--- config.mk ---
export PLATFORM = sky130hd
export DESIGN_NAME = adc_sample_fifo_flat
export DESIGN_NICKNAME = d
export VERILOG_FILES = /design/src/rtl/adc_fifo_pkg.sv /design/src/rtl/adc_sample_fifo_if.sv /design/src/rtl/adc_fifo_mem.sv /design/src/rtl/adc_sample_fifo.sv /design/src/flat_wrapper.sv
export SDC_FILE = /design/constraint.sdc
export NUM_CORES = 1
export LEC_CHECK = 0
export CORE_ASPECT_RATIO = 1.1
export CORE_MARGIN = 1
export CORE_UTILIZATION = 35
export CTS_BUF_LIST = sky130_fd_sc_hd__clkbuf_8
export DETAILED_ROUTE_END_ITERATION = 8
export DONT_BUFFER_PORTS = 1
export PLACE_DENSITY = 0.58
export SLEW_MARGIN = 30
export SYNTH_ARGS = -nofsm -noshare
export SYNTH_HDL_FRONTEND = slang
export SYNTH_SLANG_ARGS = --single-unit
--- constraint.sdc ---
create_clock -name clk_in -period 3.1 [get_ports clk_in]
set_input_delay 0.62 -clock clk_in [delete_from_list [all_inputs] [get_ports clk_in]]
set_output_delay 0.62 -clock clk_in [all_outputs]
set_load 0.005 [all_outputs]
--- src/rtl/adc_fifo_pkg.sv ---
// Shared types for the ADC capture FIFO: default widths, the stored sample word
// and the fill-state encoding.
package adc_fifo_pkg;

    localparam int ADC_DATA_W = 12;
    localparam int ADC_TAG_W  = 4;

    typedef struct packed {
        logic [ADC_TAG_W-1:0]  tag;
        logic [ADC_DATA_W-1:0] data;
    } adc_sample_t;

    typedef enum logic [1:0] {
        EMPTY   = 2'd0,
        PARTIAL = 2'd1,
        FULL    = 2'd2
    } fill_state_e;

endpackage

--- src/rtl/adc_sample_fifo_if.sv ---
// Valid/ready read stream from the capture FIFO to the FIR filter.
// The master side is the FIFO, the slave side is the consumer.
interface adc_sample_fifo_if
    import adc_fifo_pkg::*;
#(
    parameter int DATA_W = ADC_DATA_W,
    parameter int TAG_W  = ADC_TAG_W
);
    logic              rd_valid_out;
    logic              rd_ready_in;
    logic [DATA_W-1:0] rd_data_out;
    logic [TAG_W-1:0]  rd_tag_out;

    modport master (
        output rd_valid_out,
        output rd_data_out,
        output rd_tag_out,
        input  rd_ready_in
    );

    modport slave (
        input  rd_valid_out,
        input  rd_data_out,
        input  rd_tag_out,
        output rd_ready_in
    );
endinterface

--- src/rtl/adc_fifo_mem.sv ---
// DEPTH-entry sample store: one synchronous write port and one asynchronous
// read port so the head word falls through without a read cycle.
module adc_fifo_mem
    import adc_fifo_pkg::*;
#(
    parameter int DEPTH = 16,
    parameter int AW    = $clog2(DEPTH)
) (
    input  logic          i_clk,
    input  logic          i_we,
    input  logic [AW-1:0] i_waddr,
    input  adc_sample_t   i_wdata,
    input  logic [AW-1:0] i_raddr,
    output adc_sample_t   o_rdata
);

    adc_sample_t r_mem [DEPTH];

    always_ff @(posedge i_clk) begin
        if (i_we) begin
            r_mem[i_waddr] <= i_wdata;
        end
    end

    assign o_rdata = r_mem[i_raddr];

endmodule

--- src/rtl/adc_sample_fifo.sv ---
// ADC capture FIFO: edge-detects end-of-conversion, stores {seq, data} in a FWFT
// FIFO, flags full/overflow and a fill-level interrupt. ADC_FIFO_OVF_CNT_EN adds ovf_cnt_out.
module adc_sample_fifo
    import adc_fifo_pkg::*;
#(
    parameter int DATA_W = ADC_DATA_W,
    parameter int TAG_W  = ADC_TAG_W,
    parameter int DEPTH  = 16,
    parameter int CNT_W  = $clog2(DEPTH) + 1
) (
    input  logic              clk_in,
    input  logic              rst_in,
    input  logic              eoc_in,
    input  logic [DATA_W-1:0] adc_data_in,
    input  logic [TAG_W-1:0]  seq_in,
    input  logic              clr_in,
    input  logic [CNT_W-1:0]  thresh_in,
    adc_sample_fifo_if.master rd_if,
    output logic              full_out,
    output logic              empty_out,
    output logic [CNT_W-1:0]  level_out,
    output logic              thresh_irq_out,
    output logic              ovf_out
`ifdef ADC_FIFO_OVF_CNT_EN
    ,
    output logic [7:0]        ovf_cnt_out
`endif
);

    localparam int AW = $clog2(DEPTH);

    logic             r_eoc_q;
    logic [AW-1:0]    r_wr_ptr;
    logic [AW-1:0]    r_rd_ptr;
    logic [CNT_W-1:0] r_count;
    logic [CNT_W-1:0] w_count_next;
    fill_state_e      r_state;
    fill_state_e      w_state_next;
    logic             r_irq;
    logic             r_ovf;
    logic             w_wr_req;
    logic             w_pop;
    logic             w_wr_acc;
    logic             w_drop;
    logic             w_empty;
    logic             w_full;
    adc_sample_t      w_wr_sample;
    adc_sample_t      w_rd_sample;

    assign w_empty  = (r_state == EMPTY);
    assign w_full   = (r_state == FULL);
    assign w_wr_req = eoc_in & ~r_eoc_q;
    assign w_pop    = ~w_empty & rd_if.rd_ready_in;
    // A pop in the same cycle frees the slot, so a write while full is still accepted.
    assign w_wr_acc = w_wr_req & ~clr_in & (~w_full | w_pop);
    assign w_drop   = w_wr_req & ~clr_in & w_full & ~w_pop;

    assign w_wr_sample.tag  = seq_in;
    assign w_wr_sample.data = adc_data_in;

    adc_fifo_mem #(
        .DEPTH (DEPTH),
        .AW    (AW)
    ) u_mem (
        .i_clk   (clk_in),
        .i_we    (w_wr_acc),
        .i_waddr (r_wr_ptr),
        .i_wdata (w_wr_sample),
        .i_raddr (r_rd_ptr),
        .o_rdata (w_rd_sample)
    );

    always_comb begin
        w_count_next = r_count;
        if (clr_in) begin
            w_count_next = '0;
        end else if (w_wr_acc && !w_pop) begin
            w_count_next = r_count + CNT_W'(1);
        end else if (!w_wr_acc && w_pop) begin
            w_count_next = r_count - CNT_W'(1);
        end
    end

    always_comb begin
        w_state_next = r_state;
        unique case (r_state)
            EMPTY: begin
                if (w_wr_acc) w_state_next = PARTIAL;
            end
            PARTIAL: begin
                if (w_count_next == CNT_W'(DEPTH)) w_state_next = FULL;
                else if (w_count_next == '0)       w_state_next = EMPTY;
            end
            FULL: begin
                if (w_pop && !w_wr_acc) w_state_next = PARTIAL;
            end
            default: w_state_next = EMPTY;
        endcase
        if (clr_in) w_state_next = EMPTY;
    end

    always_ff @(posedge clk_in or posedge rst_in) begin
        if (rst_in) begin
            r_state <= EMPTY;
        end else begin
            r_state <= w_state_next;
        end
    end

    always_ff @(posedge clk_in or posedge rst_in) begin
        if (rst_in) begin
            r_eoc_q  <= 1'b0;
            r_wr_ptr <= '0;
            r_rd_ptr <= '0;
            r_count  <= '0;
            r_irq    <= 1'b0;
            r_ovf    <= 1'b0;
        end else begin
            r_eoc_q <= eoc_in;
            r_count <= w_count_next;
            r_irq   <= (thresh_in != '0) && (w_count_next >= thresh_in);
            if (clr_in) begin
                r_wr_ptr <= '0;
                r_rd_ptr <= '0;
                r_ovf    <= 1'b0;
            end else begin
                if (w_wr_acc) r_wr_ptr <= r_wr_ptr + AW'(1);
                if (w_pop)    r_rd_ptr <= r_rd_ptr + AW'(1);
                if (w_drop)   r_ovf    <= 1'b1;
            end
        end
    end

`ifdef ADC_FIFO_OVF_CNT_EN
    logic [7:0] r_ovf_cnt;

    always_ff @(posedge clk_in or posedge rst_in) begin
        if (rst_in) begin
            r_ovf_cnt <= '0;
        end else if (clr_in) begin
            r_ovf_cnt <= '0;
        end else if (w_drop && (r_ovf_cnt != 8'hFF)) begin
            r_ovf_cnt <= r_ovf_cnt + 8'd1;
        end
    end

    assign ovf_cnt_out = r_ovf_cnt;
`endif

    // Head word is forced to zero while empty so stale array contents never leak out.
    assign rd_if.rd_valid_out = ~w_empty;
    assign rd_if.rd_data_out  = w_empty ? '0 : w_rd_sample.data;
    assign rd_if.rd_tag_out   = w_empty ? '0 : w_rd_sample.tag;

    assign full_out       = w_full;
    assign empty_out      = w_empty;
    assign level_out      = r_count;
    assign thresh_irq_out = r_irq;
    assign ovf_out        = r_ovf;

endmodule

--- src/flat_wrapper.sv ---
// flat-port wrapper written by rule: the top's interface ports become plain ports
module adc_sample_fifo_flat import adc_fifo_pkg::*;
#(
    parameter int DATA_W = ADC_DATA_W,
    parameter int TAG_W  = ADC_TAG_W,
    parameter int DEPTH  = 16,
    parameter int CNT_W  = $clog2(DEPTH) + 1
)
  (clk_in, rst_in, eoc_in, adc_data_in, seq_in, clr_in, thresh_in, full_out, empty_out, level_out, thresh_irq_out, ovf_out, rd_if_rd_valid_out, rd_if_rd_data_out, rd_if_rd_tag_out, rd_if_rd_ready_in);
  adc_sample_fifo_if #(.DATA_W(DATA_W), .TAG_W(TAG_W)) rd_if_i ();
  input  logic clk_in;
  input  logic rst_in;
  input  logic eoc_in;
  input  logic [DATA_W-1:0] adc_data_in;
  input  logic [TAG_W-1:0] seq_in;
  input  logic clr_in;
  input  logic [CNT_W-1:0] thresh_in;
  output logic full_out;
  output logic empty_out;
  output logic [CNT_W-1:0] level_out;
  output logic thresh_irq_out;
  output logic ovf_out;
  output wire logic [$bits(rd_if_i.rd_valid_out)-1:0] rd_if_rd_valid_out;
  output wire logic [$bits(rd_if_i.rd_data_out)-1:0] rd_if_rd_data_out;
  output wire logic [$bits(rd_if_i.rd_tag_out)-1:0] rd_if_rd_tag_out;
  input wire logic [$bits(rd_if_i.rd_ready_in)-1:0] rd_if_rd_ready_in;
  assign rd_if_rd_valid_out = rd_if_i.rd_valid_out;
  assign rd_if_rd_data_out = rd_if_i.rd_data_out;
  assign rd_if_rd_tag_out = rd_if_i.rd_tag_out;
  assign rd_if_i.rd_ready_in = rd_if_rd_ready_in;
  adc_sample_fifo #(.DATA_W(DATA_W), .TAG_W(TAG_W), .DEPTH(DEPTH), .CNT_W(CNT_W)) u_core (.clk_in(clk_in), .rst_in(rst_in), .eoc_in(eoc_in), .adc_data_in(adc_data_in), .seq_in(seq_in), .clr_in(clr_in), .thresh_in(thresh_in), .rd_if(rd_if_i), .full_out(full_out), .empty_out(empty_out), .level_out(level_out), .thresh_irq_out(thresh_irq_out), .ovf_out(ovf_out));
endmodule
[Word level (Yosys, flattened, before mapping)]
Memories as Yosys holds them, arrays and structs flattened.
Cells that the tools add are included.
Operators by class
  add/sub/neg operators: 4
  order comparisons: 1
  equality and inequality tests: 6
  muxes and demuxes: 19
  bitwise gates (word level): 12
  reductions and logical operators: 12
Operators by type and width (count)
  $mux W4: 5
  $mux W5: 3
  $mux W12: 1
  $mux W2: 5
  $add A4 B1 Y4 const B: 2
  $and A1 B1 Y1: 6
  $pmux W2 S3: 1
  $reduce_bool A2 Y1: 3
  $add A5 B1 Y5 const B: 1
  $eq A5 B5 Y1 const B: 1
  $ge A5 B5 Y1: 1
  $logic_not A5 Y1: 1
  $not A1 Y1: 5
  $reduce_bool A5 Y1: 1
  $sub A5 B1 Y5 const B: 1
  $mux W1: 4
  $ne A4 B2 Y1 const B: 1
  $logic_and A1 B1 Y1: 3
  $ne A3 B2 Y1 const B: 1
  $ne A3 B3 Y1 const B: 1
  $reduce_and A3 Y1: 1
  $eq A2 B1 Y1 const B: 1
  $eq A2 B2 Y1 const B: 1
  $logic_not A1 Y1: 2
  2 further kinds: 2
Word-level totals
  register bits after elaboration: 18
  memory bits (writable): 256
  input bits: 26
  output and inout port bits: 26
  word-level logic and storage cells: 62
  memories: 1
Memory list
  u_core.u_mem.r_mem: depth 16, width 16, rd ports 1, clocked after Yosys merged registers in 0, wr ports 1, RTL line adc_fifo_mem.sv:17  | adc_sample_t r_mem [DEPTH];

[Depth between registers and ports, before layout]
Gate-level depths: netlist of run 1.
  depth after elaboration: 15
  gate-level depth with buffers: 12
  depth with buffers taken out: 12

[Modules after synthesis]
Synthesis of run 1 repeated with hierarchy kept, for this count alone.
Unflattened totals
  cells, all modules: 546
  area, all modules: 10920.5 µm²
By module, submodules not included
  adc_fifo_mem: times used 1, cells each 416, area an instance 9723.1 µm², sequential area each 7687.4 µm²
  adc_sample_fifo: times used 1, cells each 130, area an instance 1197.4 µm², sequential area each 450.4 µm²

[Least setup slack after synthesis of run 1]
Ideal clock, no wire load.
  path kind: in2reg
  start: in clr_in
  end: mem u_core.u_mem.r_mem[3][0] in the netlist's numbering (enable)
  data arrival time: 2492 ps
  setup slack: 198 ps
  stages on the path: 4
  cell sequence: clkbuf_1 > nor3_2 > nand2_1 > nor3_1
On the way
  longest elaborated chain between the ends: 5
Ends and longest elaborated chain
  from (decl): RTL line flat_wrapper.sv:16  | input logic clr_in;
  $not A1 Y1: RTL line adc_sample_fifo.sv:55  | assign w_wr_acc = w_wr_req & ~clr_in & (~w_full | w_pop);
  $and A1 B1 Y1 (2 in a row): RTL line adc_sample_fifo.sv:55
  $mux W1: RTL line adc_fifo_mem.sv:20  | if (i_we) begin
  $mux W1 (implied by the code): RTL line adc_fifo_mem.sv:21  | r_mem[i_waddr] <= i_wdata;
  to (decl): RTL line adc_fifo_mem.sv:17
Every way passes these cells.

[Final worst setup path of run 1]
  start: reg u_core.r_rd_ptr[0]
  end: out rd_if_rd_tag_out[1]
On the way
  longest elaborated chain between the ends: 2
Ends and longest elaborated chain
  from (decl): RTL line adc_sample_fifo.sv:34  | logic [AW-1:0] r_rd_ptr;
  from (signal assigned): RTL line adc_sample_fifo.sv:128  | if (w_pop) r_rd_ptr <= r_rd_ptr + AW'(1);
  $mem_v2 Z16 W16
  $mux W4: RTL line adc_sample_fifo.sv:153  | assign rd_if.rd_tag_out = w_empty ? '0 : w_rd_sample.tag;
  to (decl): RTL line flat_wrapper.sv:25  | output wire logic [$bits(rd_if_i.rd_tag_out)-1:0] rd_if_rd_tag_out;
Every way passes these cells.

==> metrics.md, run 1 <==
| Metric | Value |
|---|---|
| Yosys warnings | `0` |
| R2R cell count | `10` |
| Core area | `30680 sq um` |
| Post-synthesis instance total | `513` |
| CTS buffer count | `44` |
| Num ports | `52` |
| Tot Pwr | `0.007286 W` |
| Top_reg_cell synth | `edfxtp_1` |
| Antenna Nets Post-Route | `0` |
| Post-synth EDFFs | `256` |
| Initial antenna violation count | `0` |
| Grt total ovfl | `0` |
| FF/Latch Area | `8143 sq um` |
| Die X | `171.2 microns` |
| Hpwl dp | `13590 microns` |
| WS Path Type | `flip-flop to output pin` |
| Starting Density | `35.91%` |
| Share of cells above drive strength 1 | `34.70%` |
| Vias/cell | `5.148` |
| Final setup viols | `11` |
| Port bufs | `0` |
| Pwr dens | `574.7 nW/um^2` |
| Fin area | `12680 sq um` |
| Wire per inst | `23.28 microns` |
| Reg-to-reg slack, setup | `430 ps` |
| Sequential share of the synthesized area | `73.85%` |
| DRC | `0` |
| GRT Total Usage | `15.05%` |
| RSZ-0062 raised after global routing | `yes` |
| Die H | `188.1 microns` |
| Reg-to-reg endpoint | `u_core.thresh_irq_out` |
| Worst reg2reg startpoint | `u_core.r_state[1]` |
| Ant diodes | `0` |
| CTS tree | `yes` |
| Skew-Pair Late Insertion Delay | `550 ps` |
| Vias | `5277` |
| Layout fillers | `2725` |
| Area of the die | `32200 sq um` |
| Vias in the first global route | `5678` |
| FFs w/ async S/R, synth | `6.569%` |
| Hold crit path type | `input port to asynchronous set/reset pin` |
| Final WL | `23860 microns` |
| Clock-pin slew on the worst setup and hold paths | `70 ps` |
| Synth Cell Area | `11020 sq um` |
| Largest net degree at the start of global routing | `37` |
| Routability-driven placement congestion ratio | `0.7958` |
| Final Cycle Share | `101.8%` |
| CTS H-tree lvls | `2` |
| Cell Rows | `67` |
| WP data required | `2480 ps` |
| First-pass GRT wire length | `34950 microns` |
| Hold Buf Count CTS | `0` |
| Max IR drop VDD | `0.0002784 V` |
| Clk sink count | `274` |
| Initial drt markers | `387` |
| Lkg Pwr | `4.099 nW` |
| FMAX | `316.8 MHz` |
| Worst setup margin | `-56.50 ps` |
| Syn Nets | `551` |
| Critical Path Start Type | `flip-flop` |
| Yosys reg bits | `274` |
| Clk_skew | `25.57 ps` |
| Post-layout min period | `3157 ps` |
| Max-cap violations | `0` |
| Area of the multi-input gates | `2708 sq um` |
| Mapped Avg Cell Area | `21.48 sq um` |
| Setup crit end kind | `output pin` |
| Violated checks | `setup timing` |
| Area Overhead vs Synth | `15.05%` |
| Slew Limit Headroom | `40.03%` |
| Critical Path Fanout Max | `6` |
| Arrival @ worst endpoint | `2540 ps` |
| Final Hold Vio Count | `0` |
| Root Buffer | `clkbuf_8` |
| Slew Limit Fails | `0` |
| Post-layout net count | `619` |
| Status | `finished, violations left` |
| Placed Area | `11700 sq um` |
| Synth unique cells | `45` |
| DRT Pass-1 Iters | `6` |
| Max clock buf depth | `3` |
| Worst-margin pin slew | `898.5 ps` |
-- cell type report --
type / instances / share of cell area [%]
inverter: 13 / 0.3849
clock inverter: 31 / 1.342
sequential: 274 / 64.23
timing repair buffer: 45 / 3.711
multi-input combinational: 203 / 21.36
tap: 414 / 4.086
clock buffer: 45 / 4.885
-- kinds of logic (layout without fill, tap and decap cells) --
kind of cell             after synthesis  count (layout)  share of synthesized area, %
XOR/XNOR                               5               5                        0.3975
flip-flops                           274             274                         73.85
AND/OR/NAND/NOR                       78              78                         3.656
buffers and inverters                 36             134                         2.123
multiplexers                          84              84                         17.18
AO/OA/AOI/OAI                         24              24                         1.431
adder cells (fa/ha/maj)               12              12                         1.363
-- worst max-delay path, stage by stage (launching register included) --
cell and delay [ps]:
dfrtp_4 500, buf_6 160, clkbuf_16 160, mux4_2 520
mux4_2 490, and2_4 170
-- layout by cell type, fill, tap and decap left out, types with 3 or more instances in the layout --
cell type  count
a21o_1         3
a21oi_1        5
and2_4        16
buf_12         5
buf_4         33
buf_6          4
clkbuf_8      45
clkinv_1      12
clkinv_2       3
dfrtp_1       16
edfxtp_1     256
ha_1          12
inv_1         23
inv_6          3
mux4_1         5
mux4_2        75
nand2_1       12
nand2b_1       5
nand3_1        3
nor2_1        11
nor2_2        12
nor2b_1        3
nor3_2         5
o21ai_0        3
o21ai_1        3
xor2_1         3
-- flip-flops by register name, indices dropped and copies added, names as in the netlist --
signal / count
u_core.r_eoc_q: 1
u_core.level_out: 5
u_core.thresh_irq_out: 1
u_core.r_wr_ptr: 4
u_core.ovf_out: 1
u_core.r_state: 2
u_core.r_rd_ptr: 4
u_core.u_mem.r_mem: 256
-- power breakdown --
part	internal (W)	switching, W
clock network	0.00144	0.00139
logic	0.000193	0.000159
registers	0.00407	0.0000303
total	0.00571	0.00158
-- worst max-delay path by stage --
stage | end | startpoint
final | rd_if_rd_tag_out[1] | u_core.r_rd_ptr[0]
after global routing | rd_if_rd_data_out[7] | u_core.r_rd_ptr[0]
after CTS | rd_if_rd_data_out[0] | u_core.r_rd_ptr[0]
after detailed placement | u_core.thresh_irq_out | clr_in
after global placement | u_core.thresh_irq_out | clr_in
after floorplan | u_core.u_mem.r_mem[3][0] | clr_in
-- synthesized netlist by cell type (2+ instances only) --
cell,number,area (sq um)
a21oi_1,5,25.02
nand4_1,2,12.51
buf_2,3,15.01
nor3_1,6,30.03
edfxtp_1,256,7687
mux2i_1,2,20.02
clkbuf_1,8,30.03
a2bb2oi_1,2,17.52
xnor2_1,2,17.52
and2_1,16,100.1
buf_12,3,60.06
buf_4,4,30.03
o21ai_0,3,15.01
nor4_1,2,12.51
nand3b_1,2,15.01
nor2b_1,3,18.77
o21ai_1,3,15.01
nor2_1,23,86.33
mux4_2,67,1509
dfrtp_1,18,450.4
nand3_1,3,15.01
nand2_1,12,45.04
nand2b_1,5,31.28
inv_1,13,48.80
buf_6,2,22.52
a21o_1,3,22.52
ha_1,12,150.1
mux2_2,2,22.52
mux4_1,13,341.6
xor2_1,3,26.28
-- per-layer routing --
metal  share of wire, %  up-vias  global-route usage [%]
li1                   -     2254                       -
met1                 41     2824                   19.06
met2                 51      152                   25.02
met3                5.6       47                   3.208
met4                2.7        0                   6.113
met5                  0        -                       0
-- stage by stage --
step                std cells  setup slack [ps]  setup TNS [ps]  utilization, %  hold slack, ps
floorplan                 513             198.4               0               -           486.0
detailed placement        936             249.4               0           38.12           525.3
global placement          936             328.2               0           38.12           527.8
global route             1025            -111.7           -1317           41.32           70.44
CTS                      1017            -104.1          -887.8           40.91           59.73
finish                   1025            -56.50          -351.6           41.32           70.25
-- repair_timing --
action | CTS | global route
gates cloned | 0 | 3
resized for setup | 11 | 17
buffers inserted | 5 | 5
setup endpoints to repair | 16 | 16
endpoints found under the hold margin | 0 | 0
No activity file was read; power rests on OpenSTA's default activity.
==> inputs of run 2 (changes only) <==
CORE_UTILIZATION = 65   (was 35)
PLACE_DENSITY = 0.9   (was 0.58)
==> metrics.md, run 2 (same netlist as run 1, synthesis figures left out) <==
| Metric | Value |
|---|---|
| Status | `finished, violations left` |
| Violated checks | `setup timing` |
| GR Util met1 | `40.17%` |
| Slowest stage delay, CP | `540 ps` |
| Worst reg2reg startpoint | `u_core.r_state[0]` |
| Reg-to-reg endpoint | `u_core.thresh_irq_out` |
| Core area | `16490 sq um` |
| Max-cap violations | `0` |
| DRT Pass-1 Iters | `5` |
| FMAX | `314.0 MHz` |
| Vias in the first global route | `5856` |
| Setup crit end kind | `output pin` |
| GRT Total Usage | `29.72%` |
| Hold Path End | `u_core.r_eoc_q` |
| Hold path start | `eoc_in` |
| Num ports | `52` |
| CP max-delay cell | `mux4_2` |
| Top Usage Layer GRT | `met2` |
| Grt total ovfl | `0` |
| Clk sink count | `274` |
| Area Overhead vs Synth | `13.05%` |
| Worst Setup SP | `u_core.r_rd_ptr[0]` |
| Final Cycle Share | `102.7%` |
| Max reg flops | `256` |
| Wire per inst | `30.08 microns` |
| Crit path cell chain | `buf_6 -> buf_12 -> mux4_2 -> mux4_2 -> and2_1` |
| Max IR drop VDD | `0.0003713 V` |
| Most frequent cells in the layout | `256 x edfxtp_1, 71 x mux4_2, 43 x clkbuf_8, 31 x buf_4, 27 x inv_1` |
| GR met3 Demand/Resource | `5.748%` |
| Cell Rows | `49` |
| Reg-to-reg slack, setup | `270 ps` |
| Die H | `138.6 microns` |
| Final Hold Vio Count | `0` |
| Reg with most FFs | `u_core.u_mem.r_mem` |
| Fin area | `12460 sq um` |
| WP data required | `2480 ps` |
| Crit path top cell by count | `mux4_2` |
| CTS buffer count | `41` |
| Lkg Pwr | `4.146 nW` |
| Buf/Inv on CP | `2` |
| Worst-margin pin slew | `810.8 ps` |
| Most common cell after layout, fill and taps aside | `edfxtp_1` |
| Area of the die | `17480 sq um` |
| Largest net degree at the start of global routing | `32` |
| Hpwl dp | `13210 microns` |
| Worst hold stages | `0` |
| Worst hold slack | `104.7 ps` |
| Clock-pin slew on the worst setup and hold paths | `70 ps` |
| Routability-driven placement congestion ratio | `0.8377` |
| Root Buffer | `clkbuf_8` |
| Hold crit path type | `input port to flip-flop` |
| Pwr dens | `591.8 nW/um^2` |
| DRC | `0` |
| WS Path Type | `flip-flop to output pin` |
| Worst setup margin | `-84.92 ps` |
| Global-route track usage on met2 | `47.63%` |
| CTS tree | `yes` |
| Final WL | `24450 microns` |
| Critical Path Fanout Max | `8` |
| Initial drt markers | `625` |
| Initial antenna violation count | `0` |
| CP top delay family | `multiplexers` |
| Max clock buf depth | `3` |
| Post-layout min period | `3185 ps` |
| Die X | `126.1 microns` |
| Post-layout net count | `618` |
| Slew Limit Headroom | `45.95%` |
| Final setup viols | `16` |
| Antenna Nets Post-Route | `0` |
| Slew Limit Fails | `0` |
| Clk_skew | `32.96 ps` |
| Share of cells above drive strength 1 | `31.74%` |
| First-pass GRT wire length | `36490 microns` |
| Arrival @ worst endpoint | `2560 ps` |
| Vias | `5620` |
| CTS H-tree lvls | `2` |
| R2R cell count | `9` |
| Critical Path Start Type | `flip-flop` |
| Port bufs | `0` |
| Skew-Pair Late Insertion Delay | `540 ps` |
| Vias/cell | `6.913` |
| RSZ-0062 raised after global routing | `yes` |
| Hold Buf Count CTS | `0` |
| Placed Area | `11420 sq um` |
| Starting Density | `66.82%` |
## run 2: cell count changes in the layout (fill, tap and decap cells not counted), sizes merged
cell | previous run | this run
clkinv | 16 | 10
bufinv | 1 | 3
buf | 43 | 47
diode | 0 | 1
inv | 26 | 27
clkbuf | 47 | 43
## run 2: power breakdown
part	leakage, nW	switching [W]	internal (W)	total (W)
registers	2.54	0.0000307	0.00407	0.00410
clock network	0.456	0.00137	0.00154	0.00290
logic	1.15	0.000170	0.000200	0.000370
## run 2: how the worst max path moves through the flow
stage	depth (start not counted)	slack, ps	end
global placement	12	360	u_core.thresh_irq_out
global route	6	-120	rd_if_rd_data_out[1]
CTS	6	-100	rd_if_rd_data_out[11]
detailed placement	9	220	u_core.thresh_irq_out
floorplan	4	200	u_core.u_mem.r_mem[3][0]
finish	5	-80	rd_if_rd_data_out[9]
## run 2: cell type report
class                      instances  area (sq um)
clock buffer                      43         591.8
multi-input combinational        203          2683
fill                             794          4035
inverter                          13         48.80
tap                              204         255.2
sequential                       274          8145
antenna                            1         2.502
timing repair buffer              47         535.5
clock inverter                    28         195.2
## run 2: routing by layer
metal | wire, microns | vias up
met5 | 0 | -
met2 | 12240 | 366
met4 | 966 | 0
met1 | 9141 | 2929
met3 | 2104 | 76
li1 | - | 2249
## run 2: what timing repair did
action | CTS | global route
setup buffers | 9 | 2
gates cloned | 4 | 0
resized for setup | 14 | 13
endpoints found under the setup margin | 16 | 16
## run 2: per-stage QoR
step	total power [W]	TNS [ps]	setup WS [ps]	utilization, %	std cells
floorplan	0.004417	0	198.4	-	513
global placement	0.004458	0	364.1	69.27	727
detailed placement	0.004480	0	216.9	69.27	727
CTS	0.007349	-1243	-104.7	75.44	811
global route	0.007569	-1422	-117.8	75.52	812
finish	0.007373	-883.0	-84.92	75.53	813
